## config.mk

```make
export PLATFORM = sky130hd
export DESIGN_NAME = bcd_subtractor_serial
export DESIGN_NICKNAME = d
export VERILOG_FILES = /design/src/rtl/bcd_subtractor_serial.sv
export SDC_FILE = /design/constraint.sdc
export NUM_CORES = 1
export LEC_CHECK = 0
export ABC_AREA = 0
export CORE_UTILIZATION = 40
export CTS_CLUSTER_DIAMETER = 40
export CTS_CLUSTER_SIZE = 10
export DETAILED_ROUTE_END_ITERATION = 12
export PLACE_DENSITY_LB_ADDON = 0.25
export SYNTH_ARGS = -nofsm -noshare
export SYNTH_HDL_FRONTEND = slang
export SYNTH_SLANG_ARGS = --single-unit
```

## constraint.sdc

```tcl
create_clock -name clk -period 10.28 [get_ports clk]
set_clock_uncertainty 0.05 [all_clocks]
set_input_delay 1.028 -clock clk [delete_from_list [all_inputs] [get_ports clk]]
set_output_delay 1.028 -clock clk [all_outputs]
set_load 0.1 [all_outputs]
```

## src/rtl/bcd_subtractor_serial.sv

```systemverilog
// Digit-serial packed-BCD subtractor producing |A-B| and a sign flag.
// One digit per clock, LSD first; a negative raw result gets a ten's-complement pass.
module bcd_subtractor_serial #(
    parameter int DIGITS = 4
) (
    input  logic                  clk,
    input  logic                  rst,
    input  logic                  start,
    input  logic [4*DIGITS-1:0]   A,
    input  logic [4*DIGITS-1:0]   B,
    output logic                  busy,
    output logic                  done,
    output logic [4*DIGITS-1:0]   DIFF,
    output logic                  NEG,
    output logic                  ERR
);

    localparam int IW = (DIGITS > 1) ? $clog2(DIGITS) : 1;
    localparam logic [IW-1:0] LAST_IDX = IW'(DIGITS - 1);

    typedef enum logic [1:0] {
        S_IDLE,
        S_SUB,
        S_NEG,
        S_DONE
    } state_t;

    state_t                state_q, state_d;
    logic [4*DIGITS-1:0]   a_q, a_d;
    logic [4*DIGITS-1:0]   b_q, b_d;
    logic [4*DIGITS-1:0]   diff_q, diff_d;
    logic                  neg_q, neg_d;
    logic                  err_q, err_d;
    logic                  borrow_q, borrow_d;
    logic [IW-1:0]         idx_q, idx_d;

    logic [3:0]            lhs_digit;
    logic [3:0]            rhs_digit;
    logic [4:0]            t;
    logic [3:0]            digit;
    logic                  borrow_out;

    function automatic logic has_bad_digit(input logic [4*DIGITS-1:0] a,
                                           input logic [4*DIGITS-1:0] b);
        logic bad;
        bad = 1'b0;
        for (int i = 0; i < DIGITS; i++) begin
            if (a[i*4 +: 4] > 4'd9 || b[i*4 +: 4] > 4'd9) bad = 1'b1;
        end
        return bad;
    endfunction

    // NOTE: state uses non-blocking assignments so every register samples pre-edge values.
    always_ff @(posedge clk) begin
        if (rst) begin
            state_q  <= S_IDLE;
            a_q      <= '0;
            b_q      <= '0;
            diff_q   <= '0;
            neg_q    <= 1'b0;
            err_q    <= 1'b0;
            borrow_q <= 1'b0;
            idx_q    <= '0;
        end else begin
            state_q  <= state_d;
            a_q      <= a_d;
            b_q      <= b_d;
            diff_q   <= diff_d;
            neg_q    <= neg_d;
            err_q    <= err_d;
            borrow_q <= borrow_d;
            idx_q    <= idx_d;
        end
    end

    // NOTE: every signal driven here gets a default first, so no path can infer a latch.
    always_comb begin
        state_d    = state_q;
        a_d        = a_q;
        b_d        = b_q;
        diff_d     = diff_q;
        neg_d      = neg_q;
        err_d      = err_q;
        borrow_d   = borrow_q;
        idx_d      = idx_q;
        lhs_digit  = 4'd0;
        rhs_digit  = 4'd0;

        // SUB computes A[i]-B[i]; NEG computes 0-DIFF[i], both minus the running borrow.
        for (int i = 0; i < DIGITS; i++) begin
            if (IW'(i) == idx_q) begin
                lhs_digit = (state_q == S_SUB) ? a_q[i*4 +: 4] : 4'd0;
                rhs_digit = (state_q == S_SUB) ? b_q[i*4 +: 4] : diff_q[i*4 +: 4];
            end
        end
        t          = {1'b0, lhs_digit} - {1'b0, rhs_digit} - {4'd0, borrow_q};
        borrow_out = t[4];
        digit      = borrow_out ? (t[3:0] + 4'd10) : t[3:0];

        case (state_q)
            S_IDLE: begin
                if (start) begin
                    a_d      = A;
                    b_d      = B;
                    borrow_d = 1'b0;
                    idx_d    = '0;
                    neg_d    = 1'b0;
                    if (has_bad_digit(A, B)) begin
                        err_d   = 1'b1;
                        diff_d  = '0;
                        state_d = S_DONE;
                    end else begin
                        err_d   = 1'b0;
                        state_d = S_SUB;
                    end
                end
            end
            S_SUB, S_NEG: begin
                for (int i = 0; i < DIGITS; i++) begin
                    if (IW'(i) == idx_q) diff_d[i*4 +: 4] = digit;
                end
                borrow_d = borrow_out;
                idx_d    = idx_q + 1'b1;
                if (idx_q == LAST_IDX) begin
                    idx_d    = '0;
                    borrow_d = 1'b0;
                    if (state_q == S_NEG) begin
                        neg_d   = 1'b1;
                        state_d = S_DONE;
                    end else if (borrow_out) begin
                        state_d = S_NEG;
                    end else begin
                        state_d = S_DONE;
                    end
                end
            end
            S_DONE: begin
                state_d = S_IDLE;
            end
            default: begin
                state_d = S_IDLE;
            end
        endcase
    end

    assign busy = (state_q != S_IDLE);
    assign done = (state_q == S_DONE);
    assign DIFF = diff_q;
    assign NEG  = neg_q;
    assign ERR  = err_q;

endmodule

```

* After elaboration in Yosys (flattened, before gate mapping)
Index checks and enable logic that the tools add are counted.
Operators by class: equality and inequality tests 15, muxes and demuxes 46, reductions and logical operators 17, bitwise operators 0, $add $sub $neg 4, $mul 0, divide/modulo/power cells 0, shift operators 0, $lt $le $gt $ge 8
Operator list (number):
- $mux 4 | 21
- $gt 4x4->1 const B | 8
- $mux 16 | 2
- $pmux 16 s2 | 1
- $reduce_and 4->1 | 5
- $ne 2x2->1 const B | 8
- $mux 1 | 13
- $mux 2 | 5
- $eq 2x2->1 const B | 3
- $pmux 2 s3 | 1
- $reduce_and 2->1 | 3
- $sub 4x4->5 | 1
- $sub 5x1->5 | 1
- $add 4x4->4 const B | 1
- $eq 2x2->1 const A | 2
- $logic_not 2->1 | 2
- $logic_or 1x1->1 | 4
- $pmux 1 s2 | 2
- $pmux 2 s2 | 1
- $reduce_bool 2->1 | 2
- $add 2x1->2 const B | 1
- $eq 1x2->1 const A | 1
- $eq 2x1->1 const B | 1
- $reduce_or 2->1 | 1
Storage, ports and cells: bits in read-only memories 0, register bits 55, bits of input ports 35, latch bits 0, memories 0, RAM bits 0, logic and storage cells 101

* Depth between registers and ports, before layout
word-level depth 12, mapped depth 18, gate-level depth less buffers 17

* Worst setup path after synthesis
OpenSTA, ideal clock, no wires.
kind reg2reg, from register state_q[1], to register diff_q[11], in the netlist DIFF[11], slack 6.549 ns, path buffers 2, cell stages (with the launch flop) 18, data arrival time 3.609 ns, data required time 10.158 ns, period minus slack after synthesis 3.731 ns, path through dfxtp_1 -> inv_1 -> ha_1 -> buf_2 -> buf_2 -> mux2i_1 -> nand2_1 -> o211ai_1 -> o21ai_0 -> fa_1 -> inv_1 -> fa_1 -> ha_1 -> o21ai_1 -> o31ai_4 -> xnor2_1 -> or3_4 -> mux2i_1
Between the ends: word-level cells in the longest chain between the ends 12, elaborated cells between the ends (all ways) 31
Ends and longest elaborated chain:
- start: declaration | line 28 | state_t state_q, state_d;
- start signal: assignment | line 65 | state_q <= state_d;
- $eq 2x1->1 | line 92, 93, 100
- $mux 4, on equally long branches | line 92, 93
- $mux 4 (4 in a row) | line 91 | if (IW'(i) == idx_q) begin
- $sub 4x4->5 | line 96 | t = {1'b0, lhs_digit} - {1'b0, rhs_digit} - {4'd0, borrow_q};
- $sub 5x1->5 | line 96
- $add 4x4->4 | line 98 | digit = borrow_out ? (t[3:0] + 4'd10) : t[3:0];
- $mux 4 | line 98
- $mux 4 | line 120 | if (IW'(i) == idx_q) diff_d[i*4 +: 4] = digit;
- $pmux 16 s2 | line 100 | case (state_q)
- end signal: assignment | line 68 | diff_q <= diff_d;
- end: declaration | line 31 | logic [4*DIGITS-1:0] diff_q, diff_d;
Several ways; a longest one is shown, not always the timed one. The select of a mux whose other input is x is not followed. A chain may end at the register's enable or synchronous reset.

* Final worst setup path
from register state_q[1], to register diff_q[7], in the netlist DIFF[7]
The elaborated chain is that of the path after synthesis.

==> results.py <==
metrics = {
    "outcome": {
        "status": "finished, final reports clean",
    },
    "worst_setup_path": {
        "crit_required_ns": 10.48,
        "crit_slowest_cell": "ha_1",
        "crit_family": "adder cells",
        "crit_fanout": 21,
        "cp_cell_sequence": "inv_1 -> ha_1 -> mux2_2 -> nand2_1 -> o21ai_1 -> o211ai_1 -> o21ai_0 -> fa_1 -> inv_1 -> fa_1 -> ha_1 -> o21ai_1 -> o31ai_4 -> xnor2_1 -> or3_4 -> mux2i_1",
        "cp.buffers_inverters": 2,
        "end_kind": "flip-flop",
        "startpoint_type": "flip-flop",
        "arrival_ns": 4.58,
        "cpPeakStageDelay_ns": 0.81,
        "crit_type": "flip-flop to flip-flop",
    },
    "timing": {
        "rsz0062_at_grt": "false",
        "holdWs_ns": 0.410,
        "timing.final.crit_share": 0.426,
        "hold_violations": 0,
        "finalSetupTns_ns": 0,
        "fmax_mhz": 228,
        "drv_slew": 0,
        "min_period_ns": 4.38,
        "max-slew-margin-rel": 0.290,
        "worst_pin_slew_ns": 1.06,
        "setup_violations": 0,
    },
    "pwr": {
        "vdd_ir_drop_max_mv": 0.0857,
        "p_leak_nw": 1.31,
        "power_per_cell_area_nw_per_um2": 330,
    },
    "detailed_routing": {
        "first_pass_iters": 4,
        "dr.max_layer_used": "met4",
        "remaining_drc_errors": 0,
        "vias_per_cell": 5.10,
        "vias": 2577,
        "wl_met3_microns": 389,
        "post_drt_wl_per_cell_microns": 14.5,
        "ant_nets": 0,
        "drtIter0Drc": 124,
        "wl_met1_mm": 3.58,
        "wl_met2_mm": 3.30,
        "drt_wl_total_mm": 7.33,
    },
    "global_routing": {
        "grt_max_degree": 58,
        "grt_pass1_wl_mm": 11.7,
        "grt_pass1_vias": 2316,
        "grt_usage": 0.202,
        "antenna_found_initial": 0,
        "grt_overflow_total": 0,
    },
    "clock_tree": {
        "cts.htree.levels": 2,
        "clkTransAtPathRegs_ns": 0.10,
        "clk_path_buf_depth": 2,
        "clock_sinks": 55,
        "postCtsHoldBufs": 0,
        "cts_buffers": 5,
        "post_cts_resize_count": 0,
        "cts_setup_buffers": 0,
        "root_buffer": "clkbuf_8",
        "clock_latency_ns": 0.32,
        "cts_tree": "done",
    },
    "finish": {
        "nFillCells": 698,
        "drive_gt1_frac": 0.0416,
        "final_core_util": 0.516,
        "design_area_sq_um": 3590,
        "layout.cells.non_filler": 505,
        "num_antenna_cells": 0,
        "syn2layout_area_growth_pct": 22.6,
        "mostFrequentLayoutCell": "nand2_1",
        "layout.nets": 459,
        "final_cell_mix": "nand2_1, dfxtp_1, clkdlybuf4s50_1",
    },
    "logic_synthesis": {
        "ys_seq_area_frac": 0.377,
        "ys_ff_latch": 55,
        "syn_avg_cell_area_sq_um": 7.99,
        "synth.distinct_cells": 37,
        "yosys_warnings": 0,
        "synth_nets": 417,
        "synth_area_sq_um": 2920,
        "synthCells": 366,
    },
    "placed_design": {
        "port_buffers": 54,
        "placed_cells": 497,
        "globalplace.congestion": 0.870,
        "place_hpwl_mm": 5.40,
        "dpl_cell_area_sq_um": 3500,
    },
    "job": {
        "max_cap_viol_count": 0,
    },
    "floorplanning": {
        "rows": 30,
        "die-width_microns": 87.5,
        "coreArea_sq_um": 6940,
        "fp.dieH_microns": 87.5,
        "io_pins": 55,
        "start_util": 0.421,
        "dieArea_sq_um": 7660,
    },
    "hold_path": {
        "hold_class": "flip-flop to flip-flop",
    },
}
[report_power, final]
part / switching, mW / internal (mW) / total, mW
Combinational: 0.498 / 0.258 / 0.756
Sequential: 0.0417 / 0.262 / 0.304
Clock: 0.0728 / 0.0494 / 0.122
[cell usage after synthesis]
| library cell | n | area, sq um |
|---|---|---|
| a2111oi_0 | 1 | 8.76 |
| a211o_1 | 2 | 17.5 |
| a211oi_1 | 5 | 37.5 |
| a21oi_1 | 48 | 240 |
| a32oi_1 | 1 | 8.76 |
| a41oi_2 | 1 | 16.3 |
| and2_1 | 1 | 6.26 |
| and3_1 | 1 | 6.26 |
| buf_1 | 3 | 11.3 |
| buf_2 | 3 | 15.0 |
| buf_6 | 1 | 11.3 |
| clkbuf_1 | 13 | 48.8 |
| clkinv_1 | 1 | 3.75 |
| dfxtp_1 | 55 | 1100 |
| fa_1 | 2 | 40.0 |
| ha_1 | 14 | 175 |
| inv_1 | 11 | 41.3 |
| mux2_2 | 5 | 56.3 |
| mux2i_1 | 27 | 270 |
| nand2_1 | 90 | 338 |
| nand2b_1 | 10 | 62.6 |
| nand3b_1 | 4 | 30.0 |
| nand4_1 | 2 | 12.5 |
| nor2_1 | 20 | 75.1 |
| nor3_1 | 2 | 10.0 |
| nor3b_1 | 1 | 7.51 |
| nor3b_2 | 1 | 12.5 |
| o211ai_1 | 3 | 22.5 |
| o21ai_0 | 10 | 50.1 |
| o21ai_1 | 18 | 90.1 |
| o31ai_1 | 1 | 7.51 |
| o31ai_4 | 1 | 21.3 |
| or2b_1 | 1 | 7.51 |
| or3_1 | 1 | 6.26 |
| or3_4 | 1 | 11.3 |
| xnor2_1 | 3 | 26.3 |
| xor2_1 | 2 | 17.5 |
[state kept, by name, summed over array words and instances, names as in the netlist]
name	count
a_q	16
idx_q	2
state_q	2
ERR	1
NEG	1
borrow_q	1
b_q	16
DIFF	16
[layer usage]
metal / global-route usage / vias up
met5: 0 / -
met4: 0.0492 / 0
met3: 0.0322 / 7
met2: 0.307 / 81
met1: 0.297 / 1172
li1: - / 1317
[logic make-up (layout without fill, tap and decap cells)]
kind of cell    count (synthesis)  after routing  share of synthesized area
buf+inv                        32             75                     0.0449
fa+ha+maj                      16             16                     0.0736
compound gates                 91             91                      0.178
simple gates                  135            135                      0.200
flops                          55             55                      0.377
mux                            32             32                      0.112
xor+xnor                        5              5                     0.0150
[worst paths after layout]
check        slack [ns]       start  cells after the start  endpoint
max                5.90  state_q[1]                     16   DIFF[7]
min                0.41      a_q[6]                      2    a_q[6]
max reg2reg        5.90  state_q[1]                     16   DIFF[7]
min reg2reg        0.41      a_q[6]                      2    a_q[6]
[layout make-up]
type | count | area (sq um) | share of cell area
Multi-Input combinational cell | 279 | 1690 | 0.472
Sequential cell | 55 | 1100 | 0.307
Timing Repair Buffer | 55 | 543 | 0.151
Tap cell | 96 | 120 | 0.0335
Clock buffer | 7 | 76.3 | 0.0213
Inverter | 12 | 45.0 | 0.0126
Clock inverter | 1 | 8.76 | 0.00244
[stage by stage]
stage	setup WS [ns]	total power [mW]
CTS	5.86	1.19
global route	5.58	1.26
finish	5.90	1.18
detailed placement	5.88	1.06
floorplan	6.55	0.898
global placement	6.02	1.05
[worst register-to-register path: cells and delay by family (launching register included)]
family,cells,cell delay [ns]
adders and majority gates,4,1.92
buffers and inverters,2,0.20
and+or+nand+nor,2,0.41
xor gates and xnor gates,1,0.13
muxes,2,0.56
AOI/OAI and AO/OA,5,0.71
DFF,1,0.34
(Power assumes the default switching activity.)
